$ cat src/rtl/btn_pkg.sv
// Shared state encoding and board timing defaults for push-button conditioning.
package btn_pkg;

    localparam logic [2:0] ST_IDLE       = 3'd0;
    localparam logic [2:0] ST_PRESS_DB   = 3'd1;
    localparam logic [2:0] ST_HELD       = 3'd2;
    localparam logic [2:0] ST_LONG_HELD  = 3'd3;
    localparam logic [2:0] ST_RELEASE_DB = 3'd4;

    typedef enum logic [2:0] {
        IDLE       = ST_IDLE,
        PRESS_DB   = ST_PRESS_DB,
        HELD       = ST_HELD,
        LONG_HELD  = ST_LONG_HELD,
        RELEASE_DB = ST_RELEASE_DB
    } btn_state_t;

    localparam int DB_10MS = 270000;
    localparam int LONG_1S = 27000000;
    localparam int CLK_HZ  = 27000000;

endpackage

$ cat src/rtl/btn_sync.sv
// Two-flop synchronizer for an asynchronous pin; both flops reset to the pin's idle level.
module btn_sync #(
    parameter logic RESET_VAL = 1'b0
) (
    input  logic clk,
    input  logic rst_n,
    input  logic d,
    output logic q
);

    logic meta;

    // NOTE: clocked state uses non-blocking assignments so both flops sample the pre-edge values.
    always_ff @(posedge clk or negedge rst_n) begin
        if (!rst_n) begin
            meta <= RESET_VAL;
            q    <= RESET_VAL;
        end else begin
            meta <= d;
            q    <= meta;
        end
    end

endmodule

$ cat src/rtl/btn_pulse_gen.sv
// Debounces one mechanical button and emits registered press / long-press / release strobes
// plus a debounced active-high level.
module btn_pulse_gen
    import btn_pkg::*;
#(
    parameter int DEBOUNCE_CYCLES   = DB_10MS,
    parameter int LONG_PRESS_CYCLES = LONG_1S,
    parameter bit BTN_ACTIVE_LOW    = 1'b1,
    parameter int CNT_W             = 26
) (
    input  logic CLK,
    input  logic RESETn,
    input  logic iBtn,
    output logic oPressPulse,
    output logic oLongPulse,
    output logic oReleasePulse,
    output logic oLevel
);

    localparam logic             PIN_IDLE = BTN_ACTIVE_LOW ? 1'b1 : 1'b0;
    localparam logic [CNT_W-1:0] DB_LAST  = CNT_W'(DEBOUNCE_CYCLES - 1);
    localparam logic [CNT_W-1:0] LP_LAST  = CNT_W'(LONG_PRESS_CYCLES - 1);

    logic             pin_sync;
    logic             pressed;
    btn_state_t       state, state_nxt;
    logic [CNT_W-1:0] cnt, cnt_nxt;
    logic             long_seen, long_seen_nxt;
    logic             press_nxt, long_nxt, release_nxt, level_nxt;

    btn_sync #(.RESET_VAL(PIN_IDLE)) u_sync (
        .clk   (CLK),
        .rst_n (RESETn),
        .d     (iBtn),
        .q     (pin_sync)
    );

    assign pressed = BTN_ACTIVE_LOW ? ~pin_sync : pin_sync;

    // NOTE: every signal driven here gets a default first, so no latch can be inferred.
    always_comb begin
        state_nxt     = state;
        cnt_nxt       = cnt;
        long_seen_nxt = long_seen;
        press_nxt     = 1'b0;
        long_nxt      = 1'b0;
        release_nxt   = 1'b0;
        level_nxt     = oLevel;
        unique case (state)
            IDLE: begin
                if (pressed) begin
                    state_nxt = PRESS_DB;
                    cnt_nxt   = '0;
                end
            end
            PRESS_DB: begin
                if (!pressed) begin
                    state_nxt = IDLE;
                    cnt_nxt   = '0;
                end else if (cnt == DB_LAST) begin
                    state_nxt = HELD;
                    cnt_nxt   = '0;
                    press_nxt = 1'b1;
                    level_nxt = 1'b1;
                end else begin
                    cnt_nxt = cnt + CNT_W'(1);
                end
            end
            HELD: begin
                if (!pressed) begin
                    state_nxt = RELEASE_DB;
                    cnt_nxt   = '0;
                end else if (cnt == LP_LAST) begin
                    state_nxt     = LONG_HELD;
                    long_seen_nxt = 1'b1;
                    long_nxt      = 1'b1;
                end else begin
                    cnt_nxt = cnt + CNT_W'(1);
                end
            end
            LONG_HELD: begin
                // Counter stays frozen here: a long press fires once, never auto-repeats.
                if (!pressed) begin
                    state_nxt = RELEASE_DB;
                    cnt_nxt   = '0;
                end
            end
            RELEASE_DB: begin
                if (pressed) begin
                    state_nxt = long_seen ? LONG_HELD : HELD;
                    cnt_nxt   = '0;
                end else if (cnt == DB_LAST) begin
                    state_nxt     = IDLE;
                    cnt_nxt       = '0;
                    long_seen_nxt = 1'b0;
                    release_nxt   = 1'b1;
                    level_nxt     = 1'b0;
                end else begin
                    cnt_nxt = cnt + CNT_W'(1);
                end
            end
            default: begin
                state_nxt = IDLE;
                cnt_nxt   = '0;
            end
        endcase
    end

    always_ff @(posedge CLK or negedge RESETn) begin
        if (!RESETn) begin
            state         <= IDLE;
            cnt           <= '0;
            long_seen     <= 1'b0;
            oPressPulse   <= 1'b0;
            oLongPulse    <= 1'b0;
            oReleasePulse <= 1'b0;
            oLevel        <= 1'b0;
        end else begin
            state         <= state_nxt;
            cnt           <= cnt_nxt;
            long_seen     <= long_seen_nxt;
            oPressPulse   <= press_nxt;
            oLongPulse    <= long_nxt;
            oReleasePulse <= release_nxt;
            oLevel        <= level_nxt;
        end
    end

endmodule

$ cat config.mk
export PLATFORM = sky130hd
export DESIGN_NAME = btn_pulse_gen
export DESIGN_NICKNAME = d
export VERILOG_FILES = /design/src/rtl/btn_pkg.sv /design/src/rtl/btn_sync.sv /design/src/rtl/btn_pulse_gen.sv
export SDC_FILE = /design/constraint.sdc
export NUM_CORES = 1
export LEC_CHECK = 0
export ABC_CLOCK_PERIOD_IN_PS = 1900
export BUFFER_PORTS_ARGS = -buffer_cell sky130_fd_sc_hd__buf_2
export CAP_MARGIN = 20
export CORE_ASPECT_RATIO = 0.75
export CORE_UTILIZATION = 50
export CTS_CLUSTER_DIAMETER = 60
export DETAILED_ROUTE_END_ITERATION = 6
export PLACE_DENSITY = 0.76
export SLEW_MARGIN = 20
export SYNTH_ARGS = -nofsm -noshare
export SYNTH_HDL_FRONTEND = slang
export SYNTH_SLANG_ARGS = --single-unit
$ cat constraint.sdc
create_clock -name CLK -period 1.9 [get_ports CLK]
set_input_delay 0.095 -clock CLK [delete_from_list [all_inputs] [get_ports CLK]]
set_output_delay 0.095 -clock CLK [all_outputs]
set_load 0.05 [all_outputs]
==> impl_metrics.tcl, run 1 <==
set metrics [dict create \
    status "finished with violations" \
    violations "negative setup slack" \
    htreeDepth 2 \
    synth_edf_count 0 \
    cp.arrival_ps 2310 \
    r2r-end "cnt[5]" \
    cpMaxStageDelayCell "or4_4" \
    fmax_mhz 468 \
    grt_pass1_wl_mm 9.34 \
    synth_top_area_cell "dfrtp_1" \
    p_int_mw 1.21 \
    cts.path.max_buffers 2 \
    path_max_fanout 4 \
    max-vdd-ir-drop_mv 0.604 \
    synth_async_sr_flop_share_pct 100 \
    tightest_slew_ps 813 \
    r2r.worst_path.cells 8 \
    ys_top_cells_by_count "34 x dfrtp_1, 29 x nor2_1, 18 x a21oi_1" \
    clock_latency_ps 290 \
    antennaDiodeCount 0 \
    setup_viol 32 \
    rr_startpoint "cnt[6]" \
    hold_path.startpoint "u_sync.meta" \
    max_slew_margin_pct 45.8 \
    wirelength_mm 5.89 \
    via_per_inst 6.13 \
    synth_area_leaders "dfrtp_1 41%, nor2_1 5.3%, a21oi_1 4.4%, nand4_1 3.0%, xnor2_1 3.0%" \
    slew_viol_final 0 \
    fp.dieH_um 57.5 \
    syn-num-nets 223 \
    syn-instance-count 219 \
    rows 19 \
    synth_area_mm2 0.00206 \
    period_needed_ps 2140 \
    postLayoutCellArea_mm2 0.00276 \
    cpPeakStageDelay_ps 530 \
    synth_top_flop_cell "dfrtp_1" \
    hold_viol 0 \
    min_period_over_period_pct 112 \
    cellLeakagePower_nw 1.14 \
    swShare_pct 24.7 \
    portBuffers 6 \
    power_frac_clock_pct 37.5 \
    area_growth_pct 34.2 \
    rsz0062_at_grt "true" \
    cts_tree "yes" \
    whs_endpoint "u_sync.q" \
    syn-mean-instance-area_um2 9.39 \
    die_w_um 76.1 \
    p_sw_uw 397 \
    antenna_found_initial 0 \
    cpMostUsedCell "buf_6" \
    postPlaceCellArea_mm2 0.00242 \
    power_frac_comb_pct 12.4 \
    numCtsBuffers 5 \
    p_seq_share_pct 50.1 \
    grt_max_degree 37 \
    grt_pass1_vias 1860 \
    dp_hpwl_mm 3.73 \
    vias 1991 \
    worstSetupStartpointType "register" \
    cts.sink_count 36 \
    dieArea_mm2 0.00438 \
    skew_ps 8.35 \
    post-route-drc-count 0 \
    drtPass1Iterations 5 \
    cts_root_buffer "clkbuf_8" \
    worstSetupPathType "reg2reg" \
    globalplace.congestion 0.862 \
    io-pin-count 7 \
    grt_overflow 0 \
    setup_ws_ps -235 \
    reg2reg_setup_slack_ps -240 \
    clkTransAtPathRegs_ps 70 \
    p_per_area_mw_per_mm2 581 \
    pre_cts_ws_ps -172 \
    drt_iter0_drc 168 \
    ys_warn_count 0 \
    yosysSeqAreaShare_pct 43.9 \
    cp.required_ps 2080 \
    ys_types 51 \
    endpoint_kind "register" \
    nNetsFinal 276 \
    ys_ff_latch 36 \
    path_cells "nand4bb_1, or4_4, buf_6, o21ai_4, buf_6, a211o_1, xor2_1, nor2_1" \
    initial_core_util_pct 54.1 \
    synth_top_cell_area_share_pct 41.4 \
    grt_use_total_pct 28.2 \
    drive_above_1_share_pct 34.8 \
    routedWlPerCell_um 18.1 \
    holdCritPathClass "reg2reg" \
    max-cap-violations 0 \
    synthMostInstantiatedCell "dfrtp_1" \
    hold_depth 0 \
    fin_hold_ws_ps 369 \
    core-area_mm2 0.00380 \
    ant_nets 0 \
]
[flip-flops by register name, summed over array words and instances (netlist names)]
name,count
cnt,26
long_seen,1
oLevel,1
u_sync.q,1
u_sync.meta,1
oPressPulse,1
oLongPulse,1
state,3
oReleasePulse,1
[power by group through the flow]
| stage | Sequential, mW | Clock [mW] | Combinational [mW] |
|---|---|---|---|
| after floorplan | 0.822 | 0 | 0.0835 |
| after global placement | 0.815 | 0 | 0.153 |
| after detailed placement | 0.817 | 0 | 0.159 |
| after CTS | 0.802 | 0.606 | 0.185 |
| after global routing | 0.805 | 0.639 | 0.220 |
| final | 0.803 | 0.602 | 0.199 |
[layout make-up]
| type | instances | area (um2) |
|---|---|---|
| inverters | 6 | 22.5 |
| clock buffers | 8 | 100 |
| flip-flops and latches | 36 | 903 |
| multi-input cells | 169 | 1260 |
| well taps | 52 | 65.1 |
| repair buffers | 54 | 410 |
| fillers | 263 | 1040 |
[routing by layer]
metal	vias up	part of all wire, %	global-route usage (%)
met1	973	46	42.5
met3	9	7.9	5.44
met2	84	45	41.0
met4	0	1.1	9.07
met5	-	0	0
li1	925	-	-
[worst max-delay path, delay by kind of cell, from the launching register on]
kind | cells | cell delay [ps]
AOI/OAI and AO/OA | 2 | 340
DFF | 1 | 380
xor gates and xnor gates | 1 | 190
buffers and inverters | 2 | 280
and+or+nand+nor | 3 | 830
[per-stage QoR]
stage               cells  power [mW]  utilization [%]  TNS [ps]
finish                325        1.60             72.6     -5050
global route          325        1.66             72.6     -6760
CTS                   323        1.59             69.5     -3070
detailed placement    310       0.975             63.7     -3650
global placement      310       0.968             63.7     -2960
floorplan             219       0.905                -     -3250
[cell usage in the layout, fill, tap and decap left out, types with 7 or more instances in the layout]
cell type	instances
a21oi_1	15
nand4_1	10
nor2_1	23
dfrtp_1	34
nand2_1	13
nand3_1	7
clkbuf_8	7
xnor2_1	7
buf_4	42
[logic make-up (layout without fill, tap and decap cells)]
kind of cell,after synthesis,count (layout),share of synthesized area [%]
xor+xnor,14,14,5.96
flops,36,36,43.9
compound gates,47,49,14.7
simple gates,104,105,29.5
fa+ha+maj,1,1,0.608
buf+inv,17,68,5.35
[repair_timing]
action | CTS | global route
cloned | 2 | 1
endpoints found under the setup margin | 30 | 33
hold buffers | 2 | 0
setup buffers | 1 | 2
pin swaps | 5 | 12
gates resized for setup | 20 | 20
hold endpoints to repair | 35 | 0
[worst max path at each step]
stage,start,endpoint,slack (ps),depth (start not counted)
after floorplan,cnt[8],cnt[18],-150,8
after global placement,cnt[8],cnt[12],-150,6
after detailed placement,cnt[8],cnt[12],-170,6
after CTS,cnt[8],cnt[5],-140,8
after global routing,cnt[6],cnt[5],-280,8
final,cnt[6],cnt[5],-240,8
Note: power is estimated with default switching activity, not from simulation.
==> run 2: changes to the inputs <==
- ABC_CLOCK_PERIOD_IN_PS: 1900 -> 2700
- PLACE_DENSITY: 0.76 -> 0.73
- clock period: 1.9 -> 2.7 ns (I/O delays scaled with it)
==> run 2 against run 1 <==
Clock power down 31%. Critical endpoint is now cnt[12]. Setup slack better by 540 ps. Critical path type unchanged. The flow now finishes without violations. Cell area down 19%. Utilization down 14 points.
==> impl_metrics.tcl, run 2 (synthesized netlist as in run 1, its figures left out) <==
set metrics [dict create \
    period_needed_ps 2400 \
    grt_use_total_pct 23.0 \
    fp.dieH_um 57.5 \
    worstSetupStartpointType "register" \
    post-route-drc-count 0 \
    routedWlPerCell_um 15.6 \
    grt_pass1_wl_mm 7.68 \
    cpPeakStageDelay_ps 530 \
    path_cells "nand4bb_1, or4_4, or2_1, a21oi_2, o32a_2, a2111oi_0" \
    path_delay_family "simple AND/OR/NAND/NOR gates" \
    die_w_um 76.1 \
    layout_common_cells "34 x dfrtp_1, 29 x nor2_1, 18 x a21oi_1, 14 x nand2_1, 10 x nand4_1" \
    core-area_mm2 0.00380 \
    htreeDepth 2 \
    vias 1691 \
    via_per_inst 6.02 \
    cts_root_buffer "clkbuf_8" \
    cp.arrival_ps 2550 \
    hold_viol 0 \
    initial_core_util_pct 54.1 \
    wirelength_mm 4.37 \
    max-vdd-ir-drop_mv 0.296 \
    path_max_fanout 24 \
    top_regs "cnt (26), state (3)" \
    slew_viol_final 0 \
    globalplace.congestion 0.888 \
    setup_tns_ps 0 \
    tightest_slew_ps 784 \
    status "finished, final reports clean" \
    clock_latency_ps 290 \
    skew_ps 5.62 \
    largest_register "cnt" \
    dieArea_mm2 0.00438 \
    cp.buffers_inverters 0 \
    rsz0062_at_grt "false" \
    io-pin-count 7 \
    cpMaxStageDelayCell "or4_4" \
    worstSetupPathType "reg2reg" \
    drtPass1Iterations 4 \
    min_period_over_period_pct 88.9 \
    multi_input_area_mm2 0.00104 \
    rows 19 \
    endpoint_kind "register" \
    finalPower_mw 1.06 \
    cp.required_ps 2850 \
    fmax_mhz 417 \
    post_cts_resize_count 0 \
    setup_viol 0 \
    portBuffers 6 \
    cts.path.max_buffers 2 \
    antennaDiodeCount 0 \
    ant_nets 0 \
    dp_hpwl_mm 3.12 \
    grt_max_degree 37 \
    final_common_cell "dfrtp_1" \
    ff_latch_area_um2 903 \
    p_per_area_mw_per_mm2 479 \
    max-cap-violations 0 \
    cts_tree "yes" \
    nNetsFinal 232 \
    antenna_found_initial 0 \
    highest_layer "met4" \
    postLayoutCellArea_mm2 0.00222 \
    postPlaceCellArea_mm2 0.00210 \
    cts.sink_count 36 \
    numCtsBuffers 5 \
    drt-met1-wl_mm 2.28 \
    max_slew_margin_pct 47.8 \
    cellLeakagePower_nw 0.855 \
    grt_overflow 0 \
    holdCritPathClass "reg2reg" \
    largest_reg_flops 26 \
    met2_length_mm 1.71 \
    met3_length_um 314 \
    drive_above_1_share_pct 12.2 \
    nFillCells 329 \
    area_growth_pct 8.03 \
    grt_pass1_vias 1531 \
    drt_iter0_drc 107 \
    clkTransAtPathRegs_ps 70 \
]
run 2: cell type report:
cell class	instances	area share [%]
Tap cell	52	2.93
Inverter	6	1.01
Clock buffer	8	4.50
Timing Repair Buffer	13	3.94
Multi-Input combinational cell	166	47.0
Sequential cell	36	40.7
run 2: timing repair:
item                      CTS  global route
hold endpoints to repair   35             0
hold buffers                2             0
buffers inserted            0             0
run 2: power by group:
group	internal, mW	switching (mW)	leakage (nW)
logic	0.0272	0.0446	0.312
clock network	0.233	0.186	0.0515
registers	0.555	0.0188	0.492
run 2: path summary, 6_finish.rpt:
kind / startpoint / endpoint / slack (ps) / cells past startpoint
worst max-delay path: cnt[21] / cnt[12] / 300 / 6
worst min-delay path: u_sync.meta / u_sync.q / 360 / 0
worst max register to register: cnt[21] / cnt[12] / 300 / 6
worst min register to register: u_sync.meta / u_sync.q / 360 / 0
max in group asynchronous: RESETn / cnt[14] / 1740 / 2
min in group asynchronous: RESETn / cnt[2] / 450 / 2
run 2: metrics by stage:
step / setup slack (ps) / utilization [%] / cells / hold slack [ps]
detailed placement: 289 / 55.3 / 271 / 241
global placement: 355 / 55.3 / 271 / 243
finish: 300 / 58.4 / 281 / 358
CTS: 281 / 58.4 / 281 / 358
global route: 145 / 58.4 / 281 / 364
floorplan: 603 / - / 219 / -161
run 2: layer usage:
| metal | vias up | GRT usage [%] |
|---|---|---|
| met1 | 807 | 36.1 |
| met2 | 54 | 30.1 |
| met3 | 7 | 5.28 |
| li1 | 823 | - |
| met4 | 0 | 8.52 |
| met5 | - | 0 |
